## src/rtl/ahb_arbiter.sv

```systemverilog
// ---------------------------------------------------------------------------
// ahb_arbiter
//   Round-robin AHB bus arbiter for 2..4 masters. It has a default master,
//   keeps fixed-length bursts intact, and supports locked transfers. The
//   registered Hmaster output steers the downstream address/control mux.
//
//   Ports
//     Hclk       bus clock, rising-edge state updates
//     Hresetn    asynchronous active-low reset
//     Hbusreq    per-master bus request (bit i = master i)
//     Hlock      per-master locked-access request
//     Htrans     muxed transfer type of the current owner
//     Hburst     muxed burst type of the current owner
//     Hready     transfer-complete; every register holds while low
//     Hgrant     one-hot registered grant
//     Hmaster    registered index of the address-phase owner
//     Hmastlock  registered lock flag for the current address phase
// ---------------------------------------------------------------------------
module ahb_arbiter #(
    parameter int NUM_MASTERS    = 4,
    parameter int DEFAULT_MASTER = 0
) (
    input  logic                   Hclk,
    input  logic                   Hresetn,
    input  logic [NUM_MASTERS-1:0] Hbusreq,
    input  logic [NUM_MASTERS-1:0] Hlock,
    input  logic [1:0]             Htrans,
    input  logic [2:0]             Hburst,
    input  logic                   Hready,
    output logic [NUM_MASTERS-1:0] Hgrant,
    output logic [1:0]             Hmaster,
    output logic                   Hmastlock
);

    localparam logic [1:0] TR_IDLE   = 2'd0;
    localparam logic [1:0] TR_BUSY   = 2'd1;
    localparam logic [1:0] TR_NONSEQ = 2'd2;
    localparam logic [1:0] TR_SEQ    = 2'd3;

    localparam logic [1:0] DEF_IDX = 2'(DEFAULT_MASTER);
    localparam logic [3:0] DEF_OH  = 4'b0001 << DEFAULT_MASTER;

    // The request and lock vectors are widened to 4 bits so that a 2-bit
    // index can never select past the end for NUM_MASTERS < 4. The padding
    // bits are zero, which means they never request.
    logic [3:0] req_pad;
    logic [3:0] lock_pad;

    logic [1:0] grant_idx;
    logic [3:0] remain;
    logic [3:0] next_remain;
    logic [3:0] burst_last;
    logic       owner_locked;
    logic       arb_window;

    logic [1:0] arb_idx;
    logic       arb_found;
    logic [3:0] arb_oh;
    int         cand;

    assign req_pad  = 4'(Hbusreq);
    assign lock_pad = 4'(Hlock);

    assign owner_locked = req_pad[grant_idx] & lock_pad[grant_idx];

    // Beats left after the first one. Undefined-length INCR is treated like
    // SINGLE, so it can be re-arbitrated at any beat.
    always_comb begin
        burst_last = 4'd0;
        case (Hburst)
            3'd0, 3'd1: burst_last = 4'd0;
            3'd2, 3'd3: burst_last = 4'd3;
            3'd4, 3'd5: burst_last = 4'd7;
            3'd6, 3'd7: burst_last = 4'd15;
            default:    burst_last = 4'd0;
        endcase
    end

    always_comb begin
        next_remain = remain;
        case (Htrans)
            TR_NONSEQ: next_remain = burst_last;
            TR_SEQ:    next_remain = (remain == 4'd0) ? 4'd0 : remain - 4'd1;
            TR_IDLE,
            TR_BUSY:   next_remain = remain;
            default:   next_remain = remain;
        endcase
    end

    // The window opens once the current beat is the last or next-to-last
    // of the burst. The grant then moves one beat early, and Hmaster trails
    // it by one edge, so the old owner still issues its final beat.
    assign arb_window = Hready && (next_remain <= 4'd1) && !owner_locked;

    // The search starts just after the owner and wraps. The owner itself is
    // the last candidate (k == NUM_MASTERS), so it wins only when nobody
    // else requests.
    always_comb begin
        arb_found = 1'b0;
        arb_idx   = DEF_IDX;
        cand      = 0;
        for (int k = 1; k <= NUM_MASTERS; k++) begin
            cand = (int'(grant_idx) + k) % NUM_MASTERS;
            if (!arb_found && req_pad[cand[1:0]]) begin
                arb_found = 1'b1;
                arb_idx   = cand[1:0];
            end
        end
    end

    assign arb_oh = 4'b0001 << arb_idx;

    always_ff @(posedge Hclk or negedge Hresetn) begin
        if (!Hresetn) begin
            grant_idx <= DEF_IDX;
            Hgrant    <= DEF_OH[NUM_MASTERS-1:0];
            Hmaster   <= DEF_IDX;
            Hmastlock <= 1'b0;
            remain    <= 4'd0;
        end else if (Hready) begin
            remain    <= next_remain;
            Hmaster   <= grant_idx;
            Hmastlock <= owner_locked;
            if (arb_window) begin
                grant_idx <= arb_idx;
                Hgrant    <= arb_oh[NUM_MASTERS-1:0];
            end
        end
    end

    a_grant_onehot: assert property (@(posedge Hclk) disable iff (!Hresetn)
        $onehot(Hgrant));
    a_master_range: assert property (@(posedge Hclk) disable iff (!Hresetn)
        (int'(Hmaster) < NUM_MASTERS));

endmodule

```

## config.mk

```make
export PLATFORM = sky130hd
export DESIGN_NAME = ahb_arbiter
export DESIGN_NICKNAME = d
export VERILOG_FILES = /design/src/rtl/ahb_arbiter.sv
export SDC_FILE = /design/constraint.sdc
export NUM_CORES = 1
export LEC_CHECK = 0
export BUFFER_PORTS_ARGS = -buffer_cell sky130_fd_sc_hd__buf_4
export CELL_PAD_IN_SITES_DETAIL_PLACEMENT = 1
export CELL_PAD_IN_SITES_GLOBAL_PLACEMENT = 1
export CORE_MARGIN = 8
export CORE_UTILIZATION = 37
export DETAILED_ROUTE_END_ITERATION = 7
export PLACE_DENSITY_LB_ADDON = 0.1
export REMOVE_ABC_BUFFERS = 1
export SYNTH_ARGS = -nofsm -noshare
export SYNTH_HDL_FRONTEND = slang
export SYNTH_SLANG_ARGS = --single-unit
```

## constraint.sdc

```tcl
create_clock -name Hclk -period 2.4 [get_ports Hclk]
set_input_delay 0.12 -clock Hclk [delete_from_list [all_inputs] [get_ports Hclk]]
set_output_delay 0.12 -clock Hclk [all_outputs]
set_load 0.1 [all_outputs]
```

-- Word-level counts from Yosys, hierarchy flattened
Memory sizes are Yosys's and may differ from the RTL's.
Index checks and enable logic that the tools add are counted.
- input port bits: 16
- word-level logic and storage cells: 56
- flip-flop bits (word level): 13
- memory bits (read-only): 32
- memories kept: 1
- output and inout port bits: 7
- muxes and demuxes: 21
- reductions and logical operators: 13
- add/sub/neg operators: 5
- magnitude comparators: 6
- eq/ne operators: 3
- bitwise logic cells: 1
- shift operators: 1
- memories (memory ; depth ; width ; read ports ; clocked after Yosys merged registers in ; wr ports ; line ; RTL):
    (name not given) ; 8 ; 4 ; 1 ; 0 ; 0 ; 70 ; case (Hburst)
- operator list (cell ; count):
    less-than comparator 2 x 3 -> 1 bit, second input constant ; 5
    binary-select mux 1 bit (select 2 bit) ; 6
    one-hot mux 4 bit (3 select lines) ; 1
    2-to-1 mux 1 bit ; 9
    2-to-1 mux 2 bit ; 4
    logical AND 1 bit ; 5
    adder 2 x 1 -> 2 bit, second input constant ; 2
    adder 2 bit, second input constant ; 2
    equality test 2 bit, second input constant ; 2
    less-or-equal comparator 4 x 1 -> 1 bit, second input constant ; 1
    zero test 1 bit ; 4
    zero test 4 bit ; 1
    2-to-1 mux 4 bit ; 1
    left shift 1 x 2 -> 4 bit, first input constant ; 1
    subtractor 4 x 1 -> 4 bit, second input constant ; 1
    equality test 2 x 1 -> 1 bit, second input constant ; 1
    zero test 2 bit ; 1
    AND reduction 2 bit ; 1
    OR reduction 2 bit ; 1
    bitwise AND 1 bit ; 1

-- Logic depth before layout (Yosys ltp)
Gate-level depths: netlist of the first run.
- word-level depth: 14
- gate-level depth with buffers: 7
- depth with buffers taken out: 7

-- Least setup slack after synthesis of the first run
No wires, ideal clock.
- path kind: reg-to-reg
- from: register remain[1]
- to: register Hgrant[1]
- library setup time: 0.126 ns
- data arrival time: 1.607 ns
- period minus slack after synthesis: 1.733 ns
- required time: 2.274 ns
- path slack: 0.667 ns
- stages on the path, launching flop included: 8
- path through: dfrtp_1 > inv_1 > ha_1 > nand2b_1 > o211a_1 > a32oi_1 > nand4_4 > mux2_2
- word-level cells in the longest chain between the ends: 7
- elaborated cells between the ends (all ways): 8
- classes of those cells: add/sub: 1; order compare: 1; mux: 2; reduce/logical: 4
- RTL lines (element ; line ; RTL):
    from (decl) ; 50 ; logic [3:0] remain;
    from (signal assigned) ; 121 ; remain <= next_remain;
    subtractor 4 x 1 -> 4 bit / zero test 4 bit (equally long branches) ; 83 ; TR_SEQ: next_remain = (remain == 4'd0) ? 4'd0 : remain - 4'd1;
    2-to-1 mux 4 bit ; 83 ;
    one-hot mux 4 bit (3 select lines) (*) ; 81 ; case (Htrans)
    less-or-equal comparator 4 x 1 -> 1 bit (*) ; 93 ; assign arb_window = Hready && (next_remain <= 4'd1) && !owner_locked;
    logical AND 1 bit (*) (2 in series) ; 93 ;
    AND reduction 2 bit (no source line) (*) ; -- ;
    to (signal assigned) ; 116 ; Hgrant <= DEF_OH[NUM_MASTERS-1:0];
    to (signal assigned) ; 126 ; Hgrant <= arb_oh[NUM_MASTERS-1:0];
    to (decl) ; 30 ; output logic [NUM_MASTERS-1:0] Hgrant,
Mark *: on every way between the ends. The rest lies on a longest branch, timed or not.
A chain may end at the register's enable or synchronous reset.

-- Final worst setup path of the first run
- from: register remain[1]
- to: register Hgrant[2]
Same word-level chain as after synthesis.

==> summary.txt, run 1 <==
Synth
  – Seq cells post-synth: 13
  – Yosys warning count: 0
  – Post-synth EDFFs: 0
  – Sequential share of the synthesized area: 0.4059
  – Unique masters post-synth: 30
  – Ys flop type: dfrtp_1
  – Mapped Cells: 82
  – Post-synth ARST share: 1.000
  – Syn avg cell area: 9.811 um2
  – Cell area after synthesis: 804.5 um2

Floorplanning
  – Io pins: 23
  – Site Rows: 17
  – Initial Utilization: 0.3782
  – Die Ht: about 63 um
  – Die area: around 4000 um2
  – Die Wd: 62.63 um
  – Core area: 2127 um2

STA
  – Worst-margin pin slew: between 0.4 and 0.5 ns
  – Final Cycle Share: 0.8116
  – Setup_tns: 0 ns
  – Max Fclk: 0.5134 GHz
  – Skew final: about 0.00087 ns
  – Min cycle time layout: a little under 2 ns
  – Worst relative slew slack: 0.7107
  – Final setup fails: 0
  – RSZ-0062 raised after global routing: no
  – Final hold vios: 0
  – Fin. max-slew vios: 0

Drt
  – Pre-Repair DR Iteration Count: 4
  – Avg WL per Cell: 13.48 um
  – DRT Wirelength: 1.806 mm
  – Via count: between 600 and 700
  – Metal2 WL: approximately 920 um
  – Drc violations: 0
  – Antenna viol nets, final: 0
  – Drt via density: 5.022
  – Met1 wire length: 766 um
  – DR iter-0 viols: 6
  – Wire length on met3: 91 um
  – DR top layer: met4

Layout
  – Most frequent cells in the layout: buf_4 (21), dfrtp_1 (12)
  – Post-layout util: 0.4824
  – Antenna cell count: 0
  – Commonest non-fill, non-tap cell in the layout: buf_4
  – Area grow syn2layout: 27.53%
  – Share of cells above drive strength 1: 0.3396
  – NumNets Final: between 100 and 150
  – FILL cells: 267

GRT
  – Grt total ovfl: 0
  – Initial antenna violation count: 0
  – First-pass GRT wire length: between 3 and 4 mm
  – Pin count of the biggest net entering global routing: 14
  – Number of global-route vias before repair: 760
  – Gr usage total: 0.09993

Setup path
  – Required @ worst endpoint: 2.56 ns
  – CP max FO: 6
  – Critical Path End Type: flip-flop
  – Critical path arrival: 2.10 ns
  – Reg2Reg Setup Slack: 0.45 ns
  – CP startpoint kind: flip-flop
  – WS Path Type: flip-flop to flip-flop

Place
  – GP Congestion: 0.7513
  – Port bufs: 21
  – Dpl hpwl: 1.515 mm

Pwr
  – Clock share of power: 0.097
  – Cell Pwr Density: 1332 nW/um2
  – Sequential share of power: 0.294
  – Power consumption: 1.367 mW
  – Combinational share of power: 0.608
  – Pint: between 0.6 and 0.7 mW
  – Switching power total: between 0.7 and 0.8 mW
  – Leakage: 0.4796 nW
  – Switching share of total power: 0.5505
  – Peak supply drop: approximately 0.67 mV

Min path
  – Worst hold path type: input port to flip-flop

Clocking
  – Root Buffer: clkbuf_4
  – Sink Count: 13
  – Post-CTS setup buffers: 0
  – Clk_lat worst skew: about 0.27 ns
  – Total CTS buffers: 3
  – H-tree levels: 1
  – CTS tree: done
  – Reg clk slew, reported paths: 0.08 ns
  – Max clock buf depth: 2

Run status
  – Outcome: complete, no violations

Job
  – Max-cap violations: 0
[Yosys cell counts, types with 2 or more instances]
library cell	n	share of area
nand2_1	7	0.033
dfrtp_1	12	0.37
inv_1	7	0.033
o21ai_0	7	0.044
ha_1	2	0.031
mux2i_1	2	0.025
a21oi_1	5	0.031
nand3_1	2	0.012
nor3_1	2	0.012
clkbuf_1	2	0.0093
nor2b_1	3	0.023
a211oi_1	2	0.019
nor2_1	6	0.028
mux2_2	7	0.098
[power by group through the flow]
| stage | Sequential [mW] | Combinational (mW) | Clock (mW) |
|---|---|---|---|
| 2_1_floorplan | 0.793 | 0.259 | 0 |
| 6_report | 0.402 | 0.831 | 0.133 |
| 5_1_grt | 0.421 | 0.884 | 0.147 |
| 3_5_place_dp | 0.409 | 0.839 | 0 |
| 4_1_cts | 0.405 | 0.842 | 0.135 |
| 3_3_place_gp | 0.407 | 0.827 | 0 |
[layer usage]
layer,global-route usage,vias up
met3,0.02688,2
met1,0.1065,316
met2,0.1734,15
li1,-,340
met5,0,-
met4,0.05698,0
[worst max-delay path, cell delays in order (launching register included)]
cell and delay, ns:
dfrtp_1 0.42, inv_1 0.11, ha_1 0.15, nand2b_1 0.07, o211a_1 0.26, a32oi_1 0.32
nand4_4 0.20, mux2_2 0.31
[through the flow]
stage                     instances  setup slack [ns]  instance area [um2]  hold WS [ns]
after floorplan                  80            0.6669                797.0       -0.1756
after global placement          129            0.4756                989.7      -0.02887
after detailed placement        129            0.4482                989.7      -0.02474
after CTS                       134            0.4292                 1026       0.07177
after global routing            134            0.2871                 1026       0.07316
final                           134            0.4521                 1026       0.07547
[what timing repair did]
action | in CTS | in global routing
resized for setup | 0 | 0
hold endpoints to repair | 13 | 0
hold buffers | 1 | 0
[registers in the layout (all words and copies together), names as in the netlist]
signal / count
grant_idx: 2
remain: 4
Hmaster: 2
Hgrant: 4
Hmastlock: 1
[cells by family after synthesis]
logic type,Yosys count,synth area share
mux,9,0.1229
xor+xnor,1,0.01089
buf+inv,9,0.04200
fa+ha+maj,2,0.03110
compound gates,24,0.2239
simple gates,24,0.1633
flops,13,0.4059
[final timing paths]
check,endpoint,cells past startpoint,startpoint
max in group asynchronous,Hgrant[0]$_DFFE_PN1P_,2,Hresetn
setup / recovery,Hgrant[2]$_DFFE_PN0P_,7,remain[1]$_DFFE_PN0P_
hold / removal,Hmastlock$_DFFE_PN0P_,2,Hready
setup reg to reg,Hgrant[2]$_DFFE_PN0P_,7,remain[1]$_DFFE_PN0P_
hold reg to reg,Hgrant[1]$_DFFE_PN0P_,1,Hgrant[1]$_DFFE_PN0P_
min in group asynchronous,Hmaster[0]$_DFFE_PN0P_,2,Hresetn
[final cells by class]
type / count / area [um2] / area share
Sequential cell: 13 / 326.6 / 0.3183
Inverter: 7 / 26.28 / 0.02561
Tap cell: 28 / 35.03 / 0.03415
Multi-Input combinational cell: 60 / 444.2 / 0.4329
Clock buffer: 4 / 26.28 / 0.02561
Timing Repair Buffer: 22 / 167.7 / 0.1634
(Power assumes the default switching activity.)
==> inputs of run 2 (changes only) <==
==> constraint.sdc (replaced) <==
create_clock -name Hclk -period 1.9 [get_ports Hclk]
set_input_delay 0.095 -clock Hclk [delete_from_list [all_inputs] [get_ports Hclk]]
set_output_delay 0.095 -clock Hclk [all_outputs]
set_load 0.1 [all_outputs]
==> summary.txt, run 2 (synthesis results as in run 1) <==
Run status
  – Outcome: complete, no violations

Clocking
  – Reg clk slew, reported paths: around 0.080 ns
  – Sink Count: 13
  – CTS tree: done
  – Max clock buf depth: 2
  – Root Buffer: clkbuf_4
  – Total CTS buffers: 3
  – Clk_lat worst skew: between 0.2 and 0.3 ns
  – H-tree levels: 1

Drt
  – Drc violations: 0
  – Antenna viol nets, final: 0
  – Pre-Repair DR Iteration Count: 4
  – Avg WL per Cell: ~14 um
  – Via count: 694
  – DR iter-0 viols: 15
  – Drt via density: 4.993
  – DRT Wirelength: 1.925 mm

Layout
  – Most frequent cells in the layout: buf_4 (26), dfrtp_1 (12), nand2_1 (7), o21ai_0 (7)
  – Commonest non-fill, non-tap cell in the layout: buf_4
  – Share of cells above drive strength 1: 0.4054
  – Non-Filler Instances: 139
  – Area grow syn2layout: 35.15%
  – NumNets Final: 130
  – Largest regs: Hgrant (4), remain (4)
  – Antenna cell count: 0
  – Post-layout util: 0.5112

Floorplanning
  – Die area: around 4000 um2
  – Io pins: 23
  – Site Rows: 17
  – Core area: 2127 um2
  – Initial Utilization: 0.3782
  – Die Wd: 62.63 um
  – Die Ht: 62.63 um

GRT
  – Initial antenna violation count: 0
  – Grt total ovfl: 0
  – Gr usage total: 0.1010
  – Number of global-route vias before repair: 781
  – First-pass GRT wire length: approximately 3.3 mm
  – Pin count of the biggest net entering global routing: 14

Setup path
  – Critical Path End Type: flip-flop
  – Worst reg2reg path startpoint: remain[0]$_DFFE_PN0P_
  – Worst reg2reg path depth: 7
  – CP Launch Point: remain[0]$_DFFE_PN0P_
  – Setup crit end: Hgrant[2]$_DFFE_PN0P_
  – CP max FO: 6
  – Critical path arrival: 1.97 ns
  – Crit-path slowest cell: dfrtp_1
  – FF-to-FF End: Hgrant[2]$_DFFE_PN0P_
  – Required @ worst endpoint: 2.05 ns
  – CP Cell Sequence: inv_2 > ha_4 > nand2b_1 > o211a_1 > a32oi_2 > nand4_4 > mux2_4
  – CP startpoint kind: flip-flop
  – WS Path Type: flip-flop to flip-flop
  – Critical path's largest stage delay: 0.39 ns
  – Reg2Reg Setup Slack: 0.08 ns

STA
  – Worst hold slack: 0.04463 ns
  – Final Cycle Share: 0.9580
  – Final setup fails: 0
  – Worst-margin pin slew: between 0.4 and 0.5 ns
  – Skew final: 0.006470 ns
  – Max Fclk: 0.5494 GHz
  – Worst relative slew slack: 0.7046
  – Final hold vios: 0
  – Min cycle time layout: around 1.8 ns
  – Fin. max-slew vios: 0

Place
  – Placed cells: 132
  – GP Congestion: 0.7412
  – Port bufs: 21
  – Dpl hpwl: 1.518 mm

Job
  – Max-cap violations: 0

Pwr
  – Leakage: slightly above 0.5 nW
  – Peak supply drop: 0.8567 mV
  – Cell Pwr Density: 1638 nW/um2

Min path
  – Worst hold path type: input port to flip-flop
[run 2: area by class of cell]
type                            count  area, um2
Fill cell                         262       1040
Multi-Input combinational cell     60      467.9
Sequential cell                    13      326.6
Timing Repair Buffer               27      205.2
Tap cell                           28      35.03
Clock buffer                        4      26.28
Inverter                            7      26.28
[run 2: power breakdown]
group | switching [mW] | internal [mW] | leakage [nW]
registers | 0.108 | 0.397 | 0.158
clock network | 0.0848 | 0.0812 | 0.0150
logic | 0.775 | 0.336 | 0.338
total | 0.967 | 0.814 | 0.511
[run 2: worst max-delay path, delay by kind of cell, from the launching register on]
family                   cells  cell delay [ns]
AO/OA/AOI/OAI                2             0.51
adder cells (fa/ha/maj)      1             0.12
buffers and inverters        1             0.08
flip-flops                   1             0.39
multiplexers                 1             0.34
AND/OR/NAND/NOR              2             0.25
[run 2: worst min-delay path by stage]
stage | from | end | depth (start not counted)
floorplan | Hresetn | Hgrant[1]$_DFFE_PN0P_ | 0
global placement | Hresetn | remain[1]$_DFFE_PN0P_ | 1
detailed placement | Hresetn | remain[1]$_DFFE_PN0P_ | 1
CTS | Hready | Hmastlock$_DFFE_PN0P_ | 2
global route | Hready | Hmastlock$_DFFE_PN0P_ | 2
finish | Hready | Hmastlock$_DFFE_PN0P_ | 2
[run 2: timing repair]
action                                  CTS  global route
endpoints found under the setup margin    0             5
buffers inserted                          0             2
hold endpoints to repair                 13             0
hold buffers                              1             0
resized for setup                         0             6
[run 2: per-layer routing]
metal | share of wire | track usage | wire length [um] | up-vias
met5 | 0 | 0 | 0 | -
met4 | 0.014 | 0.05983 | 27 | 0
met3 | 0.037 | 0.01971 | 71 | 2
met2 | 0.52 | 0.1721 | 1001 | 15
met1 | 0.43 | 0.1135 | 825 | 324
li1 | - | - | - | 353
[run 2: through the flow]
step / total power [mW] / TNS (ns) / cell area [um2] / setup slack, ns
finish: 1.781 / 0 / 1087 / 0.07985
global route: 1.896 / -0.005709 / 1087 / -0.005709
CTS: 1.774 / 0 / 1049 / 0.02300
detailed placement: 1.597 / 0 / 1012 / 0.03959
global placement: 1.578 / 0 / 1012 / 0.05577
floorplan: 1.328 / 0 / 797.0 / 0.1669
